**config.mk**
```make
export PLATFORM = sky130hd
export DESIGN_NAME = uart_alu_pkt_ctrl_flat
export DESIGN_NICKNAME = d
export VERILOG_FILES = /design/src/rtl/uart_alu_pkt_ctrl_if.sv /design/src/rtl/uart_alu_pkt_ctrl.sv /design/src/flat_wrapper.sv
export SDC_FILE = /design/constraint.sdc
export NUM_CORES = 1
export LEC_CHECK = 0
export CORE_AREA = 2 2 150 152
export DETAILED_ROUTE_END_ITERATION = 8
export DIE_AREA = 0 0 152 154
export PLACE_DENSITY = 0.78
export RECOVER_POWER = 50
export SLEW_MARGIN = 40
export SYNTH_ARGS = -nofsm -noshare
export SYNTH_HDL_FRONTEND = slang
export SYNTH_SLANG_ARGS = --single-unit
```
**constraint.sdc**
```tcl
create_clock -name clk_i -period 5.8 [get_ports clk_i]
set_clock_uncertainty 0.1 [all_clocks]
set_input_delay 0.87 -clock clk_i [delete_from_list [all_inputs] [get_ports clk_i]]
set_output_delay 0.87 -clock clk_i [all_outputs]
set_load 0.05 [all_outputs]
```
**src/rtl/uart_alu_pkt_ctrl_if.sv**
```systemverilog
`default_nettype none
// +----------------------------------------------------------------------------+
// | Module : uart_alu_pkt_ctrl_if                                              |
// | Brief  : Byte-stream and ALU handshake bundle for the packet controller.   |
// | Rev    : 1.0  initial release                                              |
// +----------------------------------------------------------------------------+
interface uart_alu_pkt_ctrl_if;
  logic [7:0]  rx_tdata_i;
  logic        rx_tvalid_i;
  logic        rx_tready_o;
  logic [7:0]  tx_tdata_o;
  logic        tx_tvalid_o;
  logic        tx_tready_i;
  logic [1:0]  alu_op_o;
  logic [31:0] alu_a_o;
  logic [31:0] alu_b_o;
  logic        alu_start_o;
  logic        alu_done_i;
  logic [63:0] alu_res_i;
  logic        busy_o;
  logic        err_o;

  // Controller side
  modport master (
    input  rx_tdata_i, rx_tvalid_i, tx_tready_i, alu_done_i, alu_res_i,
    output rx_tready_o, tx_tdata_o, tx_tvalid_o, alu_op_o, alu_a_o, alu_b_o,
           alu_start_o, busy_o, err_o
  );

  // UART / ALU side
  modport slave (
    output rx_tdata_i, rx_tvalid_i, tx_tready_i, alu_done_i, alu_res_i,
    input  rx_tready_o, tx_tdata_o, tx_tvalid_o, alu_op_o, alu_a_o, alu_b_o,
           alu_start_o, busy_o, err_o
  );
endinterface
`default_nettype wire

```
**src/rtl/uart_alu_pkt_ctrl.sv**
```systemverilog
`default_nettype none
// +----------------------------------------------------------------------------+
// | Module : uart_alu_pkt_ctrl                                                 |
// | Brief  : Parses {op, rsvd, len_lsb, len_msb, payload} packets from the     |
// |          UART RX stream, echoes or runs them through the 32-bit ALU and    |
// |          returns the result LSB-first on the TX stream.                    |
// | Rev    : 1.0  initial release                                              |
// +----------------------------------------------------------------------------+
module uart_alu_pkt_ctrl #(
  parameter logic [7:0] OP_ECHO = 8'hEC,
  parameter logic [7:0] OP_ADD  = 8'hAD,
  parameter logic [7:0] OP_MUL  = 8'h88,
  parameter logic [7:0] OP_DIV  = 8'hA2
) (
  input  wire                 clk_i,
  input  wire                 rst_ni,
  uart_alu_pkt_ctrl_if.master bus
);

  typedef enum logic [2:0] {
    S_HDR   = 3'd0,
    S_ECHO  = 3'd1,
    S_OPND  = 3'd2,
    S_EXEC  = 3'd3,
    S_RESP  = 3'd4,
    S_DRAIN = 3'd5
  } state_t;

  state_t      r_state;
  logic [1:0]  r_hdr_cnt;
  logic [7:0]  r_op;
  logic [7:0]  r_len_lsb;
  logic [15:0] r_cnt;       // payload bytes still to be consumed
  logic [1:0]  r_byte_idx;  // byte position inside the current operand word
  logic [23:0] r_word;      // lower three bytes of the operand being assembled
  logic        r_first;     // next completed word is the first operand
  logic [31:0] r_acc;
  logic [63:0] r_res;       // reply shift register, LSB byte goes out first
  logic [3:0]  r_resp_cnt;  // reply bytes still to send, including the current one
  logic [7:0]  r_tx_data;
  logic        r_tx_valid;
  logic        r_rx_ready;
  logic        r_alu_start;
  logic [1:0]  r_alu_op;
  logic [31:0] r_alu_a;
  logic [31:0] r_alu_b;
  logic        r_err;

  logic        w_echo;
  logic        w_rx_fire;
  logic        w_tx_fire;
  logic [15:0] w_len;
  logic [15:0] w_plen;
  logic [31:0] w_word;
  logic        w_is_div;

  // Echo is a zero-latency pass-through; every other state drives registered outputs
  assign w_echo          = (r_state == S_ECHO);
  assign bus.tx_tdata_o  = w_echo ? bus.rx_tdata_i  : r_tx_data;
  assign bus.tx_tvalid_o = w_echo ? bus.rx_tvalid_i : r_tx_valid;
  assign bus.rx_tready_o = w_echo ? bus.tx_tready_i : r_rx_ready;
  assign bus.alu_start_o = r_alu_start;
  assign bus.alu_op_o    = r_alu_op;
  assign bus.alu_a_o     = r_alu_a;
  assign bus.alu_b_o     = r_alu_b;
  assign bus.err_o       = r_err;
  assign bus.busy_o      = !((r_state == S_HDR) && (r_hdr_cnt == 2'd0));

  assign w_rx_fire = bus.rx_tvalid_i && bus.rx_tready_o;
  assign w_tx_fire = bus.tx_tvalid_o && bus.tx_tready_i;
  assign w_len     = {bus.rx_tdata_i, r_len_lsb};
  assign w_plen    = w_len - 16'd4;
  assign w_word    = {bus.rx_tdata_i, r_word};
  assign w_is_div  = (r_op == OP_DIV);

  // Packet sequencer: header parse, operand assembly, ALU handshake and reply serialisation
  always_ff @(posedge clk_i or negedge rst_ni) begin
    if (!rst_ni) begin
      r_state     <= S_HDR;
      r_hdr_cnt   <= 2'd0;
      r_op        <= 8'h00;
      r_len_lsb   <= 8'h00;
      r_cnt       <= 16'd0;
      r_byte_idx  <= 2'd0;
      r_word      <= 24'd0;
      r_first     <= 1'b0;
      r_acc       <= 32'd0;
      r_res       <= 64'd0;
      r_resp_cnt  <= 4'd0;
      r_tx_data   <= 8'h00;
      r_tx_valid  <= 1'b0;
      r_rx_ready  <= 1'b0;
      r_alu_start <= 1'b0;
      r_alu_op    <= 2'd0;
      r_alu_a     <= 32'd0;
      r_alu_b     <= 32'd0;
      r_err       <= 1'b0;
    end else begin
      r_alu_start <= 1'b0;
      r_err       <= 1'b0;
      case (r_state)
        S_HDR: begin
          r_rx_ready <= 1'b1;
          if (w_rx_fire) begin
            r_hdr_cnt <= r_hdr_cnt + 2'd1;
            case (r_hdr_cnt)
              2'd0: r_op      <= bus.rx_tdata_i;
              2'd2: r_len_lsb <= bus.rx_tdata_i;
              2'd3: begin
                r_cnt      <= w_plen;
                r_byte_idx <= 2'd0;
                r_first    <= 1'b1;
                if (w_len < 16'd4) begin
                  r_err <= 1'b1;
                end else if (w_plen == 16'd0) begin
                  r_state <= S_HDR;
                end else if (r_op == OP_ECHO) begin
                  r_state <= S_ECHO;
                end else if (((r_op == OP_ADD) || (r_op == OP_MUL)) && (w_plen[1:0] == 2'd0)) begin
                  r_state  <= S_OPND;
                  r_alu_op <= (r_op == OP_ADD) ? 2'd0 : 2'd1;
                end else if (w_is_div && (w_plen == 16'd8)) begin
                  r_state  <= S_OPND;
                  r_alu_op <= 2'd2;
                end else begin
                  r_err   <= 1'b1;
                  r_state <= S_DRAIN;
                end
              end
              default: ;  // reserved byte is ignored
            endcase
          end
        end

        S_ECHO: begin
          if (w_rx_fire) begin
            r_cnt <= r_cnt - 16'd1;
            if (r_cnt == 16'd1) begin
              r_state    <= S_HDR;
              r_rx_ready <= 1'b1;
            end
          end
        end

        S_OPND: begin
          if (w_rx_fire) begin
            r_word     <= {bus.rx_tdata_i, r_word[23:8]};
            r_cnt      <= r_cnt - 16'd1;
            r_byte_idx <= r_byte_idx + 2'd1;
            if (r_byte_idx == 2'd3) begin
              r_first <= 1'b0;
              if (r_first) begin
                if (w_is_div) begin
                  r_alu_a <= w_word;
                end else begin
                  r_acc <= w_word;
                  // A lone ADD/MUL operand is its own result
                  if (r_cnt == 16'd1) begin
                    r_state    <= S_RESP;
                    r_rx_ready <= 1'b0;
                    r_res      <= {32'd0, w_word};
                    r_tx_data  <= w_word[7:0];
                    r_tx_valid <= 1'b1;
                    r_resp_cnt <= 4'd4;
                  end
                end
              end else begin
                r_alu_b <= w_word;
                if (!w_is_div) begin
                  r_alu_a <= r_acc;
                end
                r_alu_start <= 1'b1;
                r_state     <= S_EXEC;
                r_rx_ready  <= 1'b0;
              end
            end
          end
        end

        S_EXEC: begin
          if (bus.alu_done_i) begin
            if (w_is_div) begin
              r_state    <= S_RESP;
              r_res      <= bus.alu_res_i;
              r_tx_data  <= bus.alu_res_i[7:0];
              r_tx_valid <= 1'b1;
              r_resp_cnt <= 4'd8;
            end else begin
              r_acc <= bus.alu_res_i[31:0];
              if (r_cnt == 16'd0) begin
                r_state    <= S_RESP;
                r_res      <= {32'd0, bus.alu_res_i[31:0]};
                r_tx_data  <= bus.alu_res_i[7:0];
                r_tx_valid <= 1'b1;
                r_resp_cnt <= 4'd4;
              end else begin
                r_state    <= S_OPND;
                r_rx_ready <= 1'b1;
              end
            end
          end
        end

        S_RESP: begin
          if (w_tx_fire) begin
            if (r_resp_cnt == 4'd1) begin
              r_tx_valid <= 1'b0;
              r_state    <= S_HDR;
              r_rx_ready <= 1'b1;
            end else begin
              r_res      <= {8'h00, r_res[63:8]};
              r_tx_data  <= r_res[15:8];
              r_resp_cnt <= r_resp_cnt - 4'd1;
            end
          end
        end

        S_DRAIN: begin
          if (w_rx_fire) begin
            r_cnt <= r_cnt - 16'd1;
            if (r_cnt == 16'd1) begin
              r_state <= S_HDR;
            end
          end
        end

        default: begin
          r_state    <= S_HDR;
          r_rx_ready <= 1'b1;
        end
      endcase
    end
  end

endmodule
`default_nettype wire

```
**src/flat_wrapper.sv**
```systemverilog
// flat-port wrapper written by rule: the top's interface ports become plain ports
module uart_alu_pkt_ctrl_flat 
#(
  parameter logic [7:0] OP_ECHO = 8'hEC,
  parameter logic [7:0] OP_ADD  = 8'hAD,
  parameter logic [7:0] OP_MUL  = 8'h88,
  parameter logic [7:0] OP_DIV  = 8'hA2
)
  (clk_i, rst_ni, bus_rx_tdata_i, bus_rx_tvalid_i, bus_tx_tready_i, bus_alu_done_i, bus_alu_res_i, bus_rx_tready_o, bus_tx_tdata_o, bus_tx_tvalid_o, bus_alu_op_o, bus_alu_a_o, bus_alu_b_o, bus_alu_start_o, bus_busy_o, bus_err_o);
  uart_alu_pkt_ctrl_if bus_i ();
  input  wire clk_i;
  input  wire rst_ni;
  input wire logic [$bits(bus_i.rx_tdata_i)-1:0] bus_rx_tdata_i;
  input wire logic [$bits(bus_i.rx_tvalid_i)-1:0] bus_rx_tvalid_i;
  input wire logic [$bits(bus_i.tx_tready_i)-1:0] bus_tx_tready_i;
  input wire logic [$bits(bus_i.alu_done_i)-1:0] bus_alu_done_i;
  input wire logic [$bits(bus_i.alu_res_i)-1:0] bus_alu_res_i;
  output wire logic [$bits(bus_i.rx_tready_o)-1:0] bus_rx_tready_o;
  output wire logic [$bits(bus_i.tx_tdata_o)-1:0] bus_tx_tdata_o;
  output wire logic [$bits(bus_i.tx_tvalid_o)-1:0] bus_tx_tvalid_o;
  output wire logic [$bits(bus_i.alu_op_o)-1:0] bus_alu_op_o;
  output wire logic [$bits(bus_i.alu_a_o)-1:0] bus_alu_a_o;
  output wire logic [$bits(bus_i.alu_b_o)-1:0] bus_alu_b_o;
  output wire logic [$bits(bus_i.alu_start_o)-1:0] bus_alu_start_o;
  output wire logic [$bits(bus_i.busy_o)-1:0] bus_busy_o;
  output wire logic [$bits(bus_i.err_o)-1:0] bus_err_o;
  assign bus_i.rx_tdata_i = bus_rx_tdata_i;
  assign bus_i.rx_tvalid_i = bus_rx_tvalid_i;
  assign bus_i.tx_tready_i = bus_tx_tready_i;
  assign bus_i.alu_done_i = bus_alu_done_i;
  assign bus_i.alu_res_i = bus_alu_res_i;
  assign bus_rx_tready_o = bus_i.rx_tready_o;
  assign bus_tx_tdata_o = bus_i.tx_tdata_o;
  assign bus_tx_tvalid_o = bus_i.tx_tvalid_o;
  assign bus_alu_op_o = bus_i.alu_op_o;
  assign bus_alu_a_o = bus_i.alu_a_o;
  assign bus_alu_b_o = bus_i.alu_b_o;
  assign bus_alu_start_o = bus_i.alu_start_o;
  assign bus_busy_o = bus_i.busy_o;
  assign bus_err_o = bus_i.err_o;
  uart_alu_pkt_ctrl #(.OP_ECHO(OP_ECHO), .OP_ADD(OP_ADD), .OP_MUL(OP_MUL), .OP_DIV(OP_DIV)) u_core (.clk_i(clk_i), .rst_ni(rst_ni), .bus(bus_i));
endmodule
```
==> results summary <==
The maximum clock path buffer count is 3. The signal arrival time at the worst endpoint is 4.56 ns. The clock latency on the worst-skew pair is 0.52 ns. The number of H-tree levels is 1. The first-pass GRT wire length came out at 49,600 µm.

The via count of the routed design is 9,134. Across every metal layer, demand over resource in global routing totals 0.262. The row count came out at 54. Traced cell by cell, the critical path runs through buf_4 > nor3b_1 > clkbuf_1 > mux2_1 > and2_0 > a31oi_4 > a211o_2 > buf_12 > mux2_2. The synthesized netlist net count is 1,171. The post-route non-filler standard cell count is 1,506. The final non-filler cell area came out at approximately 14,000 µm².

The minimum setup slack after placement came out at 1.76 ns. The overall die area is 23,400 µm². The startpoint identified for the worst register-to-register timing path is u_core.r_state[0]$_DFFE_PN0P_. The endpoint kind of the worst setup timing path is a flip-flop. The launch instance of the worst min-delay path is u_core.bus.alu_a_o[10]$_DFFE_PN0P_. In this run the static leakage power is 6.71 nW. Gates resized during post-CTS repair numbered 0. The combined area of all synthesized cells is 11,600 µm². The initial standard-cell utilization of the core is 0.535. The initial antenna violation count came out at 0. The via density per instance came out at 6.07. TritonCTS built the clock tree. The worst setup slack after layout came out at 1.54 ns. The worst setup path is of the flip-flop to flip-flop kind.

The final number of max-transition violations came out at 54. The area growth from synthesis to layout is 22.1%. The predominant post-synthesis flop cell is sky130_fd_sc_hd__dfrtp_1. In the final routed layout, each cell accounts on average for 20.5 µm. The total power draw came out at 3.34 mW. The power density over cell area came out at 236 nW/µm². The starting DRC count in detailed routing is 700.

The path class of the tightest hold or removal check is flip-flop to flip-flop. The count of different cell masters after synthesis is 71. The largest fanout on the critical path is 42. The final-report setup violation count is 0.

The setup TNS after final layout came out at 0 ns. The worst pin sits at a relative slew slack of -1.04. The sequential cell fraction of total power is 0.488. The smallest clock period supported by the final layout is computed as 4.26 ns. Counting every instance in the synthesized netlist gives 1,083. In this run the critical register-to-register path is captured at u_core.r_res[43]$_DFFE_PN0P_. The max capacitance violation total is 1. The flow ran to the end, but the final reports show violations. The area of the core came out at 21,700 µm². The final reports fail on max-capacitance violations, max-slew violations. The count of nets left with antenna violations once routing finished came out at 0.

After synthesis, the mean cell area works out to around 11 µm². The maximum vdd drop came out at 183 µV. The tightest hold path in the finished design has a slack of 0.370 ns. The first-pass iteration count of the detailed router came out at 6.

The tree is rooted in a sky130_fd_sc_hd__clkbuf_16. The upper clock frequency limit came out at 235 MHz. For this run, the register share of the synthesized area comes to 0.505. Detailed placement ended at an HPWL of 20,700 µm. The final count of hold timing violations came out at 0.

The part of the power in combinational logic is 0.037. The count of unresolved DRC violations after routing is 0. After clock tree synthesis, the flow added hold-fix buffers numbering 0.

The number of antenna cells inserted is 0. The register bit total from synthesis is between 200 and 250. The total overflow left after global routing is 0.

Summed over all nets, the switching power comes to 0.712 mW. The clock transition at the register clock pins on the worst setup and hold paths after CTS is 0.06 ns. The CTS buffer count came out at 25. For the pin with the worst max-slew slack, the measured transition is ~3 ns. The delay of the slowest cell on the worst path is 0.66 ns.

The destination of the worst hold path is u_core.bus.alu_a_o[10]$_DFFE_PN0P_. The maximum number of pins on one net before global-route repair came out at 96. The proportion of layout cells with a drive suffix above 1 came out at 0.155. The net switching fraction of the power came out at 0.213.

The internal power of the cells totals 2.63 mW. In this run the cell area measured after placement is 13,400 µm². For the worst setup path, the data required time is roughly 6.1 ns. The via count of the first global-routing pass came to 9,002.

The number of synthesis warnings came out at 0. The die height is 154 µm. Measured on the finished design, the core utilization comes to 0.653. The worst hold path cell count is 2. The worst reg-to-reg setup slack is between 1.5 and 2 ns. The total placed cells including tap cells came out at 1,462. The part of the power in the clock network came out at 0.475. Measured in cells, the most critical reg-to-reg path has a length of 9. Setup repair after global routing left no endpoint under its margin. The number of port buffers is 155. The I/O pin count came out at 156. The number of synthesized flops with an enable pin came out at 0.

In this run the horizontal extent of the chip is 152 µm. The kind of launch point of the worst setup path is a flip-flop. The sum of routed wire length over all layers is 30,800 µm. The slowest library cell on the worst path is sky130_fd_sc_hd__a211o_2. The number of setup buffers added after CTS is 0. Routability-driven placement finished with a final weighted congestion of 0.894. The share of the clock period used by the worst path is 0.734. The layout has ~1.7k filler cells. For this run, the post-layout net count is roughly 1.3k. The clock sink total is roughly 230.

The async set or reset register ratio after synthesis came out at 1.00.
cells in the mapped netlist, drive strengths merged, types with 5 or more instances:
master	count	area, µm²
mux2i	43	430
a221o	32	320
a22o	21	184
nor2	27	101
ha	11	138
xnor2	6	52.6
o21ai	100	500
xor2	7	61.3
clkbuf	56	211
nor3	20	110
and3	36	226
a21oi	47	235
a31oi	8	65.1
inv	25	93.8
nor4	11	98.8
nand2	187	702
nand3	10	50.1
mux2	113	1410
buf	17	133
dfrtp	234	5860
nor3b	5	53.8
critical path: cells and delay by family, from the launching register on:
family	cells	cell delay [ns]
AOI/OAI and AO/OA	2	0.98
DFF	1	0.32
muxes	2	0.81
and+or+nand+nor	2	0.65
buffers and inverters	3	1.26
how the worst max path moves through the flow:
| stage | cells after the start | to | startpoint | slack [ns] |
|---|---|---|---|---|
| floorplan | 6 | u_core.bus.alu_op_o[0]$_DFFE_PN0P_ | bus_rx_tdata_i[1] | 2.81 |
| global placement | 7 | u_core.bus.alu_op_o[0]$_DFFE_PN0P_ | bus_rx_tdata_i[1] | 1.84 |
| detailed placement | 7 | u_core.bus.alu_op_o[0]$_DFFE_PN0P_ | bus_rx_tdata_i[1] | 1.76 |
| CTS | 3 | bus_tx_tdata_o[1] | bus_rx_tdata_i[1] | 1.88 |
| global route | 9 | u_core.r_res[43]$_DFFE_PN0P_ | u_core.r_state[0]$_DFFE_PN0P_ | 1.33 |
| finish | 9 | u_core.r_res[43]$_DFFE_PN0P_ | u_core.r_state[0]$_DFFE_PN0P_ | 1.54 |
registers in the layout, indices dropped and copies added (netlist names), 2 cells and up:
name                 count
u_core.r_op              8
u_core.r_byte_idx        2
u_core.r_state           3
u_core.r_resp_cnt        4
u_core.r_hdr_cnt         2
u_core.r_acc            32
u_core.r_cnt            16
u_core.r_word           24
u_core.bus.alu_a_o      32
u_core.r_len_lsb         8
u_core.bus.alu_b_o      32
u_core.bus.alu_op_o      2
u_core.r_res            64
cell usage in the layout (no fill, tap or decap), types with 11 or more instances in the layout:
cell type                         netlist  routed
sky130_fd_sc_hd__dfrtp_1              234     233
sky130_fd_sc_hd__nand2_1              187     187
sky130_fd_sc_hd__clkdlybuf4s50_1        0     136
sky130_fd_sc_hd__o21ai_0               99      99
sky130_fd_sc_hd__mux2_2                74      74
sky130_fd_sc_hd__a21oi_1               47      47
sky130_fd_sc_hd__mux2i_1               43      43
sky130_fd_sc_hd__mux2_4                37      36
sky130_fd_sc_hd__and3_1                35      35
sky130_fd_sc_hd__a221o_1               32      32
sky130_fd_sc_hd__inv_1                 25      25
sky130_fd_sc_hd__nor2_1                27      25
sky130_fd_sc_hd__clkbuf_16              0      25
sky130_fd_sc_hd__a22o_1                21      21
sky130_fd_sc_hd__nor3_1                18      18
sky130_fd_sc_hd__dlygate4sd3_1          0      18
sky130_fd_sc_hd__buf_4                  4      12
sky130_fd_sc_hd__ha_1                  11      11
final cells by class:
class                           count  area (µm²)  area share
Timing Repair Buffer              172        1710       0.121
Sequential cell                   234        5860       0.414
Tap cell                          280         350      0.0247
Multi-Input combinational cell    751        5320       0.376
Clock inverter                     12         123     0.00866
Clock buffer                       32         702      0.0496
Inverter                           25        93.8     0.00663
power by group through the flow:
stage	Clock (mW)	Sequential, mW	Combinational (mW)
after global routing	1.67	1.63	0.135
after CTS	1.61	1.63	0.126
final	1.59	1.63	0.124
after floorplan	0	1.66	0.0199
after global placement	0	1.66	0.122
after detailed placement	0	1.66	0.125
cells by family (layout without fill, tap and decap cells):
| group | Yosys count | count (layout) | synth area share |
|---|---|---|---|
| and+or+nand+nor | 329 | 329 | 0.139 |
| DFF | 234 | 234 | 0.505 |
| adders and majority gates | 11 | 11 | 0.0119 |
| muxes | 156 | 156 | 0.159 |
| AOI/OAI and AO/OA | 242 | 242 | 0.138 |
| buffers and inverters | 98 | 241 | 0.0378 |
| xor gates and xnor gates | 13 | 13 | 0.00982 |
layer usage:
layer	wire, µm	vias to the layer above	global-route usage
li1	-	4147	-
met1	13200	4506	0.365
met2	14500	422	0.424
met3	2290	59	0.0414
met4	867	0	0.0832
met5	0	-	0
Note: power is estimated with default switching activity, not from simulation.
